==> config.mk <==
export PLATFORM = sky130hd
export DESIGN_NAME = rr_fifo_arbiter
export DESIGN_NICKNAME = d
export VERILOG_FILES = /design/src/rtl/rr_fifo_arbiter.sv
export SDC_FILE = /design/constraint.sdc
export NUM_CORES = 1
export LEC_CHECK = 0
export CORE_MARGIN = 2
export CORE_UTILIZATION = 43
export DETAILED_ROUTE_END_ITERATION = 10
export PLACE_DENSITY = 0.81
export SKIP_LAST_GASP = 1
export SLEW_MARGIN = 15
export SYNTH_ARGS = -nofsm -noshare
export SYNTH_HDL_FRONTEND = slang
export SYNTH_SLANG_ARGS = --single-unit
==> constraint.sdc <==
create_clock -name clk_i -period 2.8 [get_ports clk_i]
set_input_delay 0.84 -clock clk_i [delete_from_list [all_inputs] [get_ports clk_i]]
set_output_delay 0.84 -clock clk_i [all_outputs]
set_load 0.02 [all_outputs]
==> src/rtl/rr_fifo_arbiter.sv <==
// Round-robin pop scheduler for four input FIFOs sharing one 10-bit output path.
// The mux select and downstream push are registered so they line up with the FIFO read data.
module rr_fifo_arbiter #(
  parameter int unsigned QUANTUM = 1,
  parameter int unsigned CNT_W   = 4
) (
  input  logic       clk_i,
  input  logic       rst_ni,
  input  logic [3:0] fifo_empty_i,
  input  logic       out_almost_full_i,
  output logic [3:0] pop_o,
  output logic [1:0] select_o,
  output logic       push_out_o,
  output logic       grant_active_o
);

  localparam logic [CNT_W-1:0] QuantumCnt = CNT_W'(QUANTUM);
  localparam logic [CNT_W-1:0] CntOne     = CNT_W'(1);

  typedef enum logic [0:0] {StIdle, StServe} state_e;

  state_e           state_q, state_d;
  logic [1:0]       cur_q, cur_d;
  logic [CNT_W-1:0] cnt_q, cnt_d;
  logic [1:0]       select_q;
  logic             push_q;
  logic             grant_q;

  logic [3:0] req;
  logic       can_go;
  logic       any_req;
  logic       found;
  logic [1:0] cand;
  logic [1:0] srch_idx;
  logic       pop_en;
  logic [1:0] pop_idx;

  assign req     = ~fifo_empty_i;
  assign can_go  = ~out_almost_full_i;
  assign any_req = |req;

  // Scan cur+1, cur+2, cur+3 and finally cur itself, so cur wins only as sole requester.
  always_comb begin
    found    = 1'b0;
    srch_idx = cur_q;
    cand     = cur_q;
    for (int unsigned k = 1; k <= 4; k++) begin
      cand = cur_q + 2'(k);
      if (!found && req[cand]) begin
        found    = 1'b1;
        srch_idx = cand;
      end
    end
  end

  always_comb begin
    state_d = state_q;
    cur_d   = cur_q;
    cnt_d   = cnt_q;
    pop_en  = 1'b0;
    pop_idx = cur_q;
    case (state_q)
      StIdle: begin
        if (can_go && found) begin
          pop_en  = 1'b1;
          pop_idx = srch_idx;
          cur_d   = srch_idx;
          cnt_d   = CntOne;
          state_d = StServe;
        end
      end
      StServe: begin
        // A stall leaves cur/cnt untouched so the burst resumes where it stopped.
        if (can_go) begin
          if (req[cur_q] && (cnt_q < QuantumCnt)) begin
            pop_en  = 1'b1;
            pop_idx = cur_q;
            cnt_d   = cnt_q + CntOne;
          end else if (found) begin
            pop_en  = 1'b1;
            pop_idx = srch_idx;
            cur_d   = srch_idx;
            cnt_d   = CntOne;
          end else begin
            state_d = StIdle;
            cnt_d   = '0;
          end
        end
      end
      default: state_d = StIdle;
    endcase
  end

  // Gate with reset so no strobe reaches the FIFOs while reset is held.
  assign pop_o = (pop_en && rst_ni) ? (4'b0001 << pop_idx) : 4'b0000;

  always_ff @(posedge clk_i or negedge rst_ni) begin
    if (!rst_ni) begin
      state_q  <= StIdle;
      cur_q    <= 2'd3;
      cnt_q    <= '0;
      select_q <= 2'd0;
      push_q   <= 1'b0;
      grant_q  <= 1'b0;
    end else begin
      state_q <= state_d;
      cur_q   <= cur_d;
      cnt_q   <= cnt_d;
      push_q  <= pop_en;
      grant_q <= (state_d == StServe);
      if (pop_en) begin
        select_q <= pop_idx;
      end
    end
  end

  assign select_o       = select_q;
  assign push_out_o     = push_q;
  assign grant_active_o = grant_q;

endmodule
==> results by stage <==
STA:
- The ratio of final minimum period to clock period is 1.09.
- The aggregate negative setup slack is -952 ps.
- The maximum operating frequency is 329 MHz.
- The clock skew after layout is 2.11 ps.
- The final-layout worst hold slack is 509 ps.
- The smallest clock period supported by the final layout is computed as 3040 ps.
- The setup-violating endpoint count in the final report is 4.
- The worst slew slack as a fraction of its limit is 0.771.
- Setup repair after global routing could not meet its margin everywhere.
- The number of hold-slack violations in the final timing report is 0.
- The slew at the pin closest to its max-slew limit is 344 ps.
- The worst path setup slack after routing is -242 ps.
- The count of final max-slew check failures is 0.

Logic synthesis:
- Of the total synthesized cell area, the portion taken by full adders, half adders and majority gates is 0.0385.
- The predominant post-synthesis flop cell is dfrtp_1.
- When the netlist entered floorplanning its net count stood at 75.
- The synthesized-area fraction occupied by xor and xnor cells is 0.
- The number of flops mapped to enable cells by yosys is 0.
- Of the total synthesized cell area, the portion taken by AND, OR, NAND and NOR gates is 0.235.
- By area, the combinational part of the netlist is dominated by simple AND/OR/NAND/NOR gates.
- For this run, the register share of the synthesized area comes to 0.388.
- The total standard cell area after synthesis is 651 um^2.
- Synthesis instantiated 31 different standard cells from the library.
- The average footprint of a synthesized cell is 9.86 um^2.
- Synthesis produced a netlist whose cell count is 66.
- The mux cell area share after synthesis is 0.0692.
- The share of the synthesized area in compound gates (AO/OA/AOI/OAI) is 0.221.
- The number of warnings reported in the yosys synthesis log is 0.
- In this run, synthesis produced a sequential element count of 10.
- The share of flip-flops with an asynchronous set or reset is 1.00.

Place:
- The final weighted congestion in routability-driven placement is 0.843.
- Detailed placement ended at an HPWL of 1340 um.
- The total placed cells including tap cells is 119.
- During placement, the flow inserted port buffers numbering 14.

Finish:
- Leaving out fill and tap cells, the most frequent cell in the layout is buf_4.
- Across the whole layout, storage elements account for 253 um^2.
- The number of standard cells in the final layout excluding fillers is 127.
- The area used by multi-input combinational logic is 415 um^2.
- Measured on the finished design, the core utilization comes to 0.763.
- Compared with the post-synthesis result, the final layout area differs by 70.6%.
- In the layout the commonest cells are buf_4, dfrtp_1, nand2_1, o21ai_0, buf_6.
- 0 antenna diodes ended up in the layout.
- The layout filler cell count is 94.
- At the end of the flow, the number of nets in the layout was 121.
- In the final layout, the share of cells above drive strength 1 is 0.541.

Detailed routing:
- The number of design rule violations left after detail routing is 0.
- The first detailed-routing pass ran for 4 iterations.
- In the final routed layout, each cell accounts on average for 13.1 um.
- For this block, the via count after detailed routing is 683.
- The routed via count divided by cell count is 5.38.
- For this block, the routed nets add up to 1660 um of wire.
- The detailed router's first-iteration violation count is 11.
- The number of nets still failing antenna checks after routing is 0.

Clock tree:
- The deepest level of the CTS H-tree is 1.
- The deepest clock path buffer count is 2.
- TritonCTS built the clock tree.
- Clock tree synthesis found a total of 10 sinks.
- Clock-pin slew was measured on the worst setup and hold paths at 70 ps.
- The clock latency on the worst-skew pair is 260 ps.
- The root buffer cell is clkbuf_4.
- The number of clock buffers added by TritonCTS is 3.

Power:
- The cell area power density is 809 nW/um^2.
- The analysis attributes to cell leakage a power of 0.506 nW.
- The largest vdd supply drop is 0.000478 V.
- The final total power is 0.898 mW.

Floorplanning:
- In this run the count of I/O pins placed on the die edge is 15.
- The die outline height is 42.9 um.
- The die extent in x is 42.9 um.
- For this configuration, the core starts out at a cell density of 0.448.
- The standard-cell row count is 14.
- The region available for standard cell placement spans 1450 um^2.
- The die covers 1840 um^2.

Critical path:
- Among all stages on the critical path, the largest delay is contributed by mux4_2.
- Data arrives at the worst endpoint at 2200 ps.
- Across all register-to-register paths, the minimum setup slack is 940 ps.
- The element type at the critical path end is an output port.
- The signal on the critical path passes through buf_8 > mux4_2 > nand2b_4 > a21oi_4 > nor3b_4 > buf_6.
- The maximum fanout along the worst path is 4.
- The worst setup path is of the in -> out kind.
- The first element of the critical path is fifo_empty_i[3].
- The worst register-to-register path ends at select_o[1].
- The maximum cell stage delay along the critical path is 470 ps.
- Data on the critical path is required at its endpoint by 1960 ps.
- The launching point of the worst reg2reg path is cur_q[0].
- The worst-case reg-to-reg path depth is 6.
- The worst setup path is launched from an input pin.

Status:
- The checks that failed: negative setup slack.
- The flow ran to the end, but the final reports show violations.

Global routing:
- The first global-routing pass estimated 2830 um of wire.
- Global routing finished with a remaining overflow of 0.
- Entering global routing, the biggest net connects 10 pins.
- The aggregate global-route resource usage is 0.203.
- For this run, global-route usage on met2 was measured as 0.379.
- After global routing, the most crowded layer is met2.
- The met1 track utilization from global routing is 0.230.
- The number of antenna violations at the first check in global routing is 0.
- The via count of the first global-routing pass is 698.
- The global-route met3 utilization is 0.0255.

Flow run:
- The total of max-cap violations is 0.

Min path:
- In this run the most critical hold path is launched from cnt_q[3].
- In this run the worst hold path is classified as reg -> reg.
- For hold timing, the worst endpoint is cnt_q[3].
- The hold path depth is 1.
layout make-up:
cell class                      count  share of cell area
Clock buffer                        4              0.0327
Timing Repair Buffer               43               0.334
Tap cell                           16              0.0180
Inverter                            4              0.0135
Multi-Input combinational cell     50               0.374
Sequential cell                    10               0.228
how the worst max path moves through the flow:
stage	endpoint	slack [ps]	cells past startpoint
after floorplan	pop_o[1]	-70	5
after global placement	pop_o[2]	-1050	6
after detailed placement	pop_o[1]	-1100	7
after CTS	pop_o[3]	-300	7
after global routing	pop_o[3]	-290	7
final	pop_o[0]	-240	6
repair_timing:
| item | CTS | global route |
|---|---|---|
| gates resized for setup | 47 | 3 |
| pin swaps | 6 | 7 |
| setup buffers | 5 | 0 |
| hold buffers | 0 | 0 |
| setup endpoints to repair | 4 | 4 |
flip-flops by register name (all words and copies together), names as in the netlist:
register / count
cnt_q: 4
cur_q: 2
grant_active_o: 1
push_out_o: 1
select_o: 2
metrics by stage:
stage | setup WS, ps | cell area, um^2
2_1_floorplan | -66.9 | 689
3_3_place_gp | -1050 | 1020
3_5_place_dp | -1100 | 1020
4_1_cts | -297 | 1110
5_1_grt | -295 | 1110
6_report | -242 | 1110
critical path: cells and delay by family:
family | cells | cell delay [ps]
AOI/OAI and AO/OA | 1 | 240
buffers and inverters | 2 | 240
muxes | 1 | 470
and+or+nand+nor | 2 | 420
synthesized netlist by cell type (2+ instances only):
| cell type | number | area share |
|---|---|---|
| o21ai_0 | 7 | 0.054 |
| dfstp_2 | 2 | 0.081 |
| inv_1 | 4 | 0.023 |
| dfrtp_1 | 8 | 0.31 |
| ha_1 | 2 | 0.038 |
| nand2_1 | 7 | 0.040 |
| a21oi_1 | 3 | 0.023 |
| and2_1 | 2 | 0.019 |
| nand3_1 | 2 | 0.015 |
| nor2_1 | 5 | 0.029 |
| nor2b_1 | 2 | 0.019 |
| a31o_2 | 2 | 0.027 |
| mux2_2 | 2 | 0.035 |
cells by family after synthesis:
kind of cell / count (synthesis)
buffers and inverters: 6
AOI/OAI and AO/OA: 19
adders and majority gates: 2
muxes: 3
and+or+nand+nor: 26
DFF: 10
power breakdown:
part	switching [mW]	internal (mW)	leakage [nW]
Combinational	0.241	0.304	0.368
Clock	0.0518	0.0789	0.0210
Sequential	0.0291	0.194	0.117
Total	0.322	0.576	0.506
routing by layer:
layer	vias up	wire (um)
li1	329	-
met1	328	662
met2	22	912
met3	4	58
met4	0	25
met5	-	0
No activity file was read; power rests on OpenSTA's default activity.
